--- src/rtl/mips_pkg.sv ---
// Shared defaults for the MIPS decode-stage register bank and the helper that
// locates a read port's field inside a packed multi-port bus.
package mips_pkg;

   localparam int DATA_W_PADRAO = 32;
   localparam int ADDR_W_PADRAO = 5;
   localparam int REG_ZERO      = 0;

   // LSB position of port `porta` in a bus packing fields of `largura` bits
   function automatic int campo_lsb(input int porta, input int largura);
      return porta * largura;
   endfunction

endpackage

--- src/rtl/placar_registradores.sv ---
// Scoreboard of pending destination registers: mark on issue, clear on write-back,
// with a saturating up/down count of pending entries.
module placar_registradores
   import mips_pkg::*;
#(
   parameter int ADDR_W   = ADDR_W_PADRAO,
   parameter bit ZERO_REG = 1'b1
) (
   input  logic                   clk_i,
   input  logic                   rst_ni,
   input  logic                   marca_i,
   input  logic [ADDR_W-1:0]      destino_i,
   input  logic                   limpa_i,
   input  logic [ADDR_W-1:0]      escrita_i,
   output logic [(1<<ADDR_W)-1:0] pendente_o,
   output logic [ADDR_W:0]        contagem_o
);

   localparam int DEPTH = 1 << ADDR_W;
   localparam logic [ADDR_W:0] LIMITE = ZERO_REG ? (ADDR_W+1)'(DEPTH-1) : (ADDR_W+1)'(DEPTH);

   logic [DEPTH-1:0] pendente_q, pendente_d;
   logic [ADDR_W:0]  contagem_q, contagem_d;
   logic             marca_ef, limpa_ef, sobe, desce;

   always_comb begin
      marca_ef   = marca_i && !(ZERO_REG && (destino_i == ADDR_W'(REG_ZERO)));
      limpa_ef   = limpa_i && !(ZERO_REG && (escrita_i == ADDR_W'(REG_ZERO)));
      pendente_d = pendente_q;
      // Clear first so a same-address mark (newer producer) wins
      if (limpa_ef) pendente_d[escrita_i] = 1'b0;
      if (marca_ef) pendente_d[destino_i] = 1'b1;

      sobe  = marca_ef && !pendente_q[destino_i];
      desce = limpa_ef && pendente_q[escrita_i] && !(marca_ef && (destino_i == escrita_i));

      contagem_d = contagem_q;
      if (sobe && !desce && (contagem_q != LIMITE))
         contagem_d = contagem_q + 1'b1;
      else if (desce && !sobe && (contagem_q != '0))
         contagem_d = contagem_q - 1'b1;
   end

   always_ff @(posedge clk_i or negedge rst_ni) begin
      if (!rst_ni) begin
         pendente_q <= '0;
         contagem_q <= '0;
      end else begin
         pendente_q <= pendente_d;
         contagem_q <= contagem_d;
      end
   end

   assign pendente_o = pendente_q;
   assign contagem_o = contagem_q;

endmodule

--- src/rtl/banco_registradores_param.sv ---
// Parametrised multi-read-port register file with optional zero register, write-back
// bypass and per-port hazard flags from the integrated scoreboard.
module banco_registradores_param
   import mips_pkg::*;
#(
   parameter int DATA_W   = DATA_W_PADRAO,
   parameter int ADDR_W   = ADDR_W_PADRAO,
   parameter int N_READ   = 2,
   parameter bit ZERO_REG = 1'b1,
   parameter bit BYPASS   = 1'b1
) (
   input  logic                       Clock,
   input  logic                       Reset_n,
   input  logic                       Reg_Write,
   input  logic [ADDR_W-1:0]          Reg_escrita,
   input  logic [DATA_W-1:0]          Reg_dados,
   input  logic                       Marca,
   input  logic [ADDR_W-1:0]          Reg_destino,
   input  logic [N_READ*ADDR_W-1:0]   Reg_leitura,
   output logic [N_READ*DATA_W-1:0]   Dados_leitura,
   output logic [N_READ-1:0]          Perigo,
   output logic [ADDR_W:0]            Pendentes
);

   localparam int DEPTH = 1 << ADDR_W;

   logic [DATA_W-1:0] mem_q [DEPTH];
   logic [DEPTH-1:0]  pendente;
   logic              escreve;

   assign escreve = Reg_Write && !(ZERO_REG && (Reg_escrita == ADDR_W'(REG_ZERO)));

   always_ff @(posedge Clock or negedge Reset_n) begin
      if (!Reset_n) begin
         for (int i = 0; i < DEPTH; i++) mem_q[i] <= '0;
      end else if (escreve) begin
         mem_q[Reg_escrita] <= Reg_dados;
      end
   end

   placar_registradores #(
      .ADDR_W   (ADDR_W),
      .ZERO_REG (ZERO_REG)
   ) u_placar (
      .clk_i      (Clock),
      .rst_ni     (Reset_n),
      .marca_i    (Marca),
      .destino_i  (Reg_destino),
      .limpa_i    (Reg_Write),
      .escrita_i  (Reg_escrita),
      .pendente_o (pendente),
      .contagem_o (Pendentes)
   );

   for (genvar k = 0; k < N_READ; k++) begin : g_leitura
      logic [ADDR_W-1:0] end_k;
      logic [DATA_W-1:0] dado_k;
      logic              perigo_k, eh_zero, desvio;

      always_comb begin
         end_k    = Reg_leitura[campo_lsb(k, ADDR_W) +: ADDR_W];
         eh_zero  = ZERO_REG && (end_k == ADDR_W'(REG_ZERO));
         desvio   = BYPASS && escreve && (Reg_escrita == end_k);
         dado_k   = mem_q[end_k];
         perigo_k = pendente[end_k];
         // Reset forces quiet outputs even with live write-back inputs
         if (!Reset_n || eh_zero) begin
            dado_k   = '0;
            perigo_k = 1'b0;
         end else if (desvio) begin
            dado_k   = Reg_dados;
            perigo_k = 1'b0;
         end
      end

      assign Dados_leitura[campo_lsb(k, DATA_W) +: DATA_W] = dado_k;
      assign Perigo[k] = perigo_k;
   end

endmodule

--- config.mk ---
export PLATFORM = sky130hd
export DESIGN_NAME = banco_registradores_param
export DESIGN_NICKNAME = d
export VERILOG_FILES = /design/src/rtl/mips_pkg.sv /design/src/rtl/placar_registradores.sv /design/src/rtl/banco_registradores_param.sv
export SDC_FILE = /design/constraint.sdc
export NUM_CORES = 2
export LEC_CHECK = 0
export ABC_AREA = 1
export BUFFER_PORTS_ARGS = -buffer_cell sky130_fd_sc_hd__buf_2
export CELL_PAD_IN_SITES_DETAIL_PLACEMENT = 0
export CELL_PAD_IN_SITES_GLOBAL_PLACEMENT = 2
export CORE_UTILIZATION = 38
export DETAILED_ROUTE_END_ITERATION = 12
export PLACE_DENSITY_LB_ADDON = 0.1
export SYNTH_ARGS = -nofsm -noshare
export SYNTH_HDL_FRONTEND = slang
export SYNTH_SLANG_ARGS = --single-unit
--- constraint.sdc ---
create_clock -name Clock -period 2.89 [get_ports Clock]
set_clock_uncertainty 0.15 [all_clocks]
set_input_delay 0.578 -clock Clock [delete_from_list [all_inputs] [get_ports Clock]]
set_output_delay 0.578 -clock Clock [all_outputs]
set_load 0.05 [all_outputs]
==> Word level (Yosys, flattened, before mapping) <==
Cells that the tools add are included.
{ "op_classes": {"n_addsub": 2, "magnitude_cmp": 10, "n_eq_ne": 4, "n_mux": 33, "n_bitwise": 6, "reduce_logical": 30} }
{ "op_table": {"columns": ["op", "n"], "rows": [
  ["bitwise mux 1024 bit", 1],
  ["2-to-1 mux 32 bit", 11],
  ["binary-select mux 32 bit (select 5 bit)", 2],
  ["demux 32 bit (select 5 bit)", 1],
  ["bitwise AND 32 bit", 1],
  ["NOT 32 bit", 1],
  ["bitwise OR 32 bit", 1],
  ["less-than comparator 5 x 6 -> 1 bit, second input constant", 4],
  ["binary-select mux 1 bit (select 5 bit)", 4],
  ["logical NOT 5 bit", 4],
  [">= comparator 6 bit, second input constant", 3],
  ["NOT 5 -> 6 bit", 3],
  ["== test 5 bit", 3],
  ["logical AND 1 bit", 15],
  ["2-to-1 mux 6 bit", 2],
  ["demux 1 bit (select 5 bit)", 2],
  [">= comparator 5 x 1 -> 1 bit, second input constant", 2],
  ["2-to-1 mux 1 bit", 10],
  ["logical NOT 1 bit", 7],
  ["adder 6 x 1 -> 6 bit, second input constant", 1],
  ["less-than comparator 6 x 1 -> 1 bit, second input constant", 1],
  ["!= test 6 x 5 -> 1 bit, second input constant", 1],
  ["nonzero test 6 bit", 1],
  ["subtractor 6 x 1 -> 6 bit, second input constant", 1],
  ["2 further kinds", 3]
]} }
{ "totals": {"reg_bits": 1062, "out_inout_bits": 72, "elab_cells": 119} }

==> Depth between registers and ports, before layout <==
{ "depth": {"ltp_word": 10, "mapped_depth": 24, "depth_no_buf": 22} }

==> Hierarchy <==
Synthesis repeated with hierarchy kept, for this count alone.
{ "unflattened": {"hier_cells": 8315, "area_unflattened_um2": 58924.0} }
{ "by_module_without_submodules": {"columns": ["mod", "n_inst", "cells_each", "area_per_inst_um2", "seq_area_each_um2"], "rows": [
  ["banco_registradores_param", 1, 7920, 56362.8, 25624.6],
  ["placar_registradores", 1, 395, 2561.2, 950.9]
]} }

==> Least setup slack after synthesis <==
No wires, ideal clock.
{ "synth_timing": {"kind": "input to output", "start": "input port Reg_leitura[0]", "end": "output port Dados_leitura[14]", "arrival_ps": 2670, "setup_slack_ps": -508, "cell_stages": 10, "n_path_buf": 3, "path_cell_list": "buf_2 inv_2 buf_2 clkbuf_1 nand2_1 nand3_1 o2111ai_1 nand2_1 nor2_1 o21ai_0"} }
{ "synth_between": {"elab_chain_cells": 6} }
{ "synth_lines": {"columns": ["item", "line_no", "rtl"], "rows": [
  ["start: declaration", "banco_registradores_param.sv:19", "input logic [N_READ*ADDR_W-1:0] Reg_leitura,"],
  ["NOT 5 -> 6 bit (not written as such)", "banco_registradores_param.sv:64", "dado_k = mem_q[end_k];"],
  ["binary-select mux 32 bit (select 5 bit)", "banco_registradores_param.sv:64", null],
  ["2-to-1 mux 32 bit (not written as such) (2 in a row)", "banco_registradores_param.sv:64", null],
  ["2-to-1 mux 32 bit", "banco_registradores_param.sv:70", "end else if (desvio) begin"],
  ["2-to-1 mux 32 bit (*)", "banco_registradores_param.sv:67", "if (!Reset_n || eh_zero) begin"],
  ["end: declaration", "banco_registradores_param.sv:20", "output logic [N_READ*DATA_W-1:0] Dados_leitura,"]
]} }
Every way passes the cells marked *; elsewhere a longest branch is shown, timed or not. The select of a mux whose other input is x is not followed.

==> Final worst setup path <==
{ "layout_timing": {"start": "input port Reg_leitura[0]", "end": "output port Dados_leitura[18]"} }
Same word-level chain as after synthesis.

==> impl_metrics.yaml <==
floorplanning:
  die_area_um2: 157000
  core_area_um2: 154000
  start_util_pct: 38.3
  die_w_um: 396
  die_h_um: 396
  ioPinCount: 128
  rows: 144
drt:
  vias_per_cell: 5.91
  first_pass_iters: 7
  drt-met1-wl_um: 127000
  final_antenna_net_count: 0
  met2_length_um: 132000
  wire_per_inst_um: 28.9
  highest_layer: "met5"
  wirelength_um: 302000
  drcViolationCount: 0
  route.met3.wl_um: 26900
  drtIter0Drc: 7354
  via_count: 61700
worst_hold_path:
  holdPathEnd: "mem_q[62]"
  min_path_type: "in -> reg"
  min-delay-start: "Reg_dados[30]"
  hold_depth: 3
yosys:
  postSynthAreaPerCell_um2: 7.39
  synth_nets: 8040
  synth_cell_types: 41
  yosysSeqAreaShare_pct: 45.1
  synth_warnings: 0
  synthCells: 7979
  ys_seq_elements: 1062
  synth_area_um2: 59000
power_and_ir_drop:
  power.leakage_nw: 34.1
  p_per_area_nw_per_um2: 635
  peakVddDrop_mv: 0.570
  totalPowerFinal_mw: 49.8
setup_path:
  r2r-start: "u_placar.pendente_o[24]"
  end_kind: "output port"
  critPathKind: "in -> out"
  r2r-end: "u_placar.contagem_o[5]"
  r2r_setup_slack_ns: -0.04
  crit_required_ns: 2.16
  cp-start-kind: "primary input"
  path_max_fanout: 8
  worstRegToRegCells: 23
  cp.arrival_ns: 2.42
clock_tree:
  htreeDepth: 4
  clock_path_buffers: 3
  cts_buffers: 133
  clock_latency_ns: 0.78
  cts_root_buffer: "clkbuf_16"
  cts_tree: "yes"
  clock_sinks: 1062
  cts.reportedPaths.clkPinSlew_ns: 0.06
finish:
  layout_commonest_cell: "nand2_1"
  stdcell_count: 10400
  syn_to_final_growth_pct: 33.1
  fill_cells: 14900
  final_cell_area_um2: 78500
  final_cell_mix: "1,725 x nand2_1, 1,326 x o21ai_0, 1,053 x dfrtp_1"
  drive_gt1_share_pct: 21.0
  finalNetCount: 8358
global_routing:
  grt_pass1_wl_um: 422000
  grt_max_degree: 151
  antenna_found_initial: 8
  grt_usage_pct: 37.0
  grt_pass1_vias: 56900
  grt_remaining_overflow: 0
status:
  violations: "negative setup slack"
  status: "finished with violations"
placed_design:
  gp_congestion: 0.924
  dpl.cell_count: 9988
  dp_hpwl_um: 181000
  dpl_cell_area_um2: 66600
  port_buffers: 127
flow_run:
  max_cap_viol_count: 0
timing:
  post-route-period-util_pct: 109
  report.final.setup_viol: 67
  max_freq_mhz: 318
  finalCriticalPeriod_ns: 3.14
  rsz0062_at_grt: "true"
  drv_slew: 0
  slew_headroom_pct: 22.3
  fin_setup_tns_ns: -11.66
  holdWs_ns: 0.0575
  worst_pin_slew_ns: 1.17
  finalHoldViolCount: 0
  layout_setup_ws_ns: -0.255
## synth_stat cells, drive strengths merged
cell type  number  share of area [%]
a31oi           2              0.021
o31ai           3              0.038
xnor2           4              0.059
or2             1              0.011
clkbuf        394                2.5
o221ai         15               0.22
nor3           17               0.23
clkinv          4              0.025
o2111ai       207                3.1
dfrtp        1062                 45
o32ai           1              0.015
nand2        1857                 12
nand4          38               0.40
o22ai          24               0.25
a211oi          7              0.089
o211ai        243                3.1
fa              1              0.034
inv           624                4.0
o21ai        1555                 13
a21oi         555                4.7
nand3         584                5.0
a311oi          3              0.045
nand3b          1              0.013
ha              4              0.085
nor2          382                2.6
buf           381                3.3
xor2            7               0.10
nor4            3              0.032
## report_power, final
| part | switching, mW | internal, mW |
|---|---|---|
| clock | 7.13 | 9.92 |
| sequential | 1.65 | 18.0 |
| combinational | 8.11 | 5.00 |
| total | 16.9 | 32.9 |
## timing repair
action                                 in CTS  in global routing
endpoints found under the hold margin      78                  0
setup buffers                              85                 87
setup endpoints to repair                  67                 69
gates resized for setup                   515                623
gates cloned                               33                 28
hold buffers                                4                  0
pin swaps                                 176                322
## state kept, by name, summed over array words and instances (netlist names)
signal               count
mem_q                 1024
u_placar.contagem_o      6
u_placar.pendente_o     32
## routing by layer
layer | global-route usage [%] | vias up
li1 | - | 27600
met1 | 51.5 | 30200
met2 | 56.6 | 3158
met3 | 6.34 | 717
met4 | 15.6 | 6
met5 | 0 | -
## worst max-delay path, stage by stage
cell and delay, ns:
buf_16 0.15, clkinv_16 0.11, nand2_4 0.06, nand4_1 0.11, nor4_2 0.19, nand2_2 0.14, nor2_4 0.28, buf_6 0.15
buf_12 0.13, nand2_1 0.08, nand2_2 0.09, buf_12 0.13, buf_12 0.14
## kinds of logic after synthesis
logic type      after synthesis  synth area share [%]
compound gates             2615                  24.8
xor+xnor                     11                 0.163
fa+ha+maj                     5                 0.119
buf+inv                    1403                  9.81
flops                      1062                  45.1
simple gates               2883                  20.1
## stage by stage
step | setup WS [ns] | util [%]
6_report | -0.255 | 50.9
2_1_floorplan | -0.127 | -
5_1_grt | -0.348 | 50.9
3_5_place_dp | -0.601 | 43.2
4_1_cts | -0.212 | 48.6
3_3_place_gp | -0.561 | 43.2
## final cells by class
cell class	instances	area, um^2	share of cell area, %
antenna	4	10.0	0.0128
clock buffer	196	3950	5.03
clock inverter	38	390	0.497
inverter	628	2460	3.14
multi-input combinational	5514	29500	37.6
sequential	1062	26600	33.9
tap	2044	2560	3.26
timing repair buffer	958	13000	16.6
## worst max-delay path by stage
stage                             from                 to  cells after the start  slack, ns
2_1_floorplan           Reg_leitura[0]  Dados_leitura[14]                     10      -0.13
3_3_place_gp            Reg_escrita[1]  Dados_leitura[42]                     14      -0.56
3_5_place_dp            Reg_escrita[0]  Dados_leitura[42]                     14      -0.60
4_1_cts                 Reg_leitura[1]  Dados_leitura[18]                     14      -0.21
5_1_grt        u_placar.pendente_o[13]          Perigo[1]                      9      -0.35
6_report                Reg_leitura[0]  Dados_leitura[18]                     13      -0.25
Power figures use the tool's default switching activity.
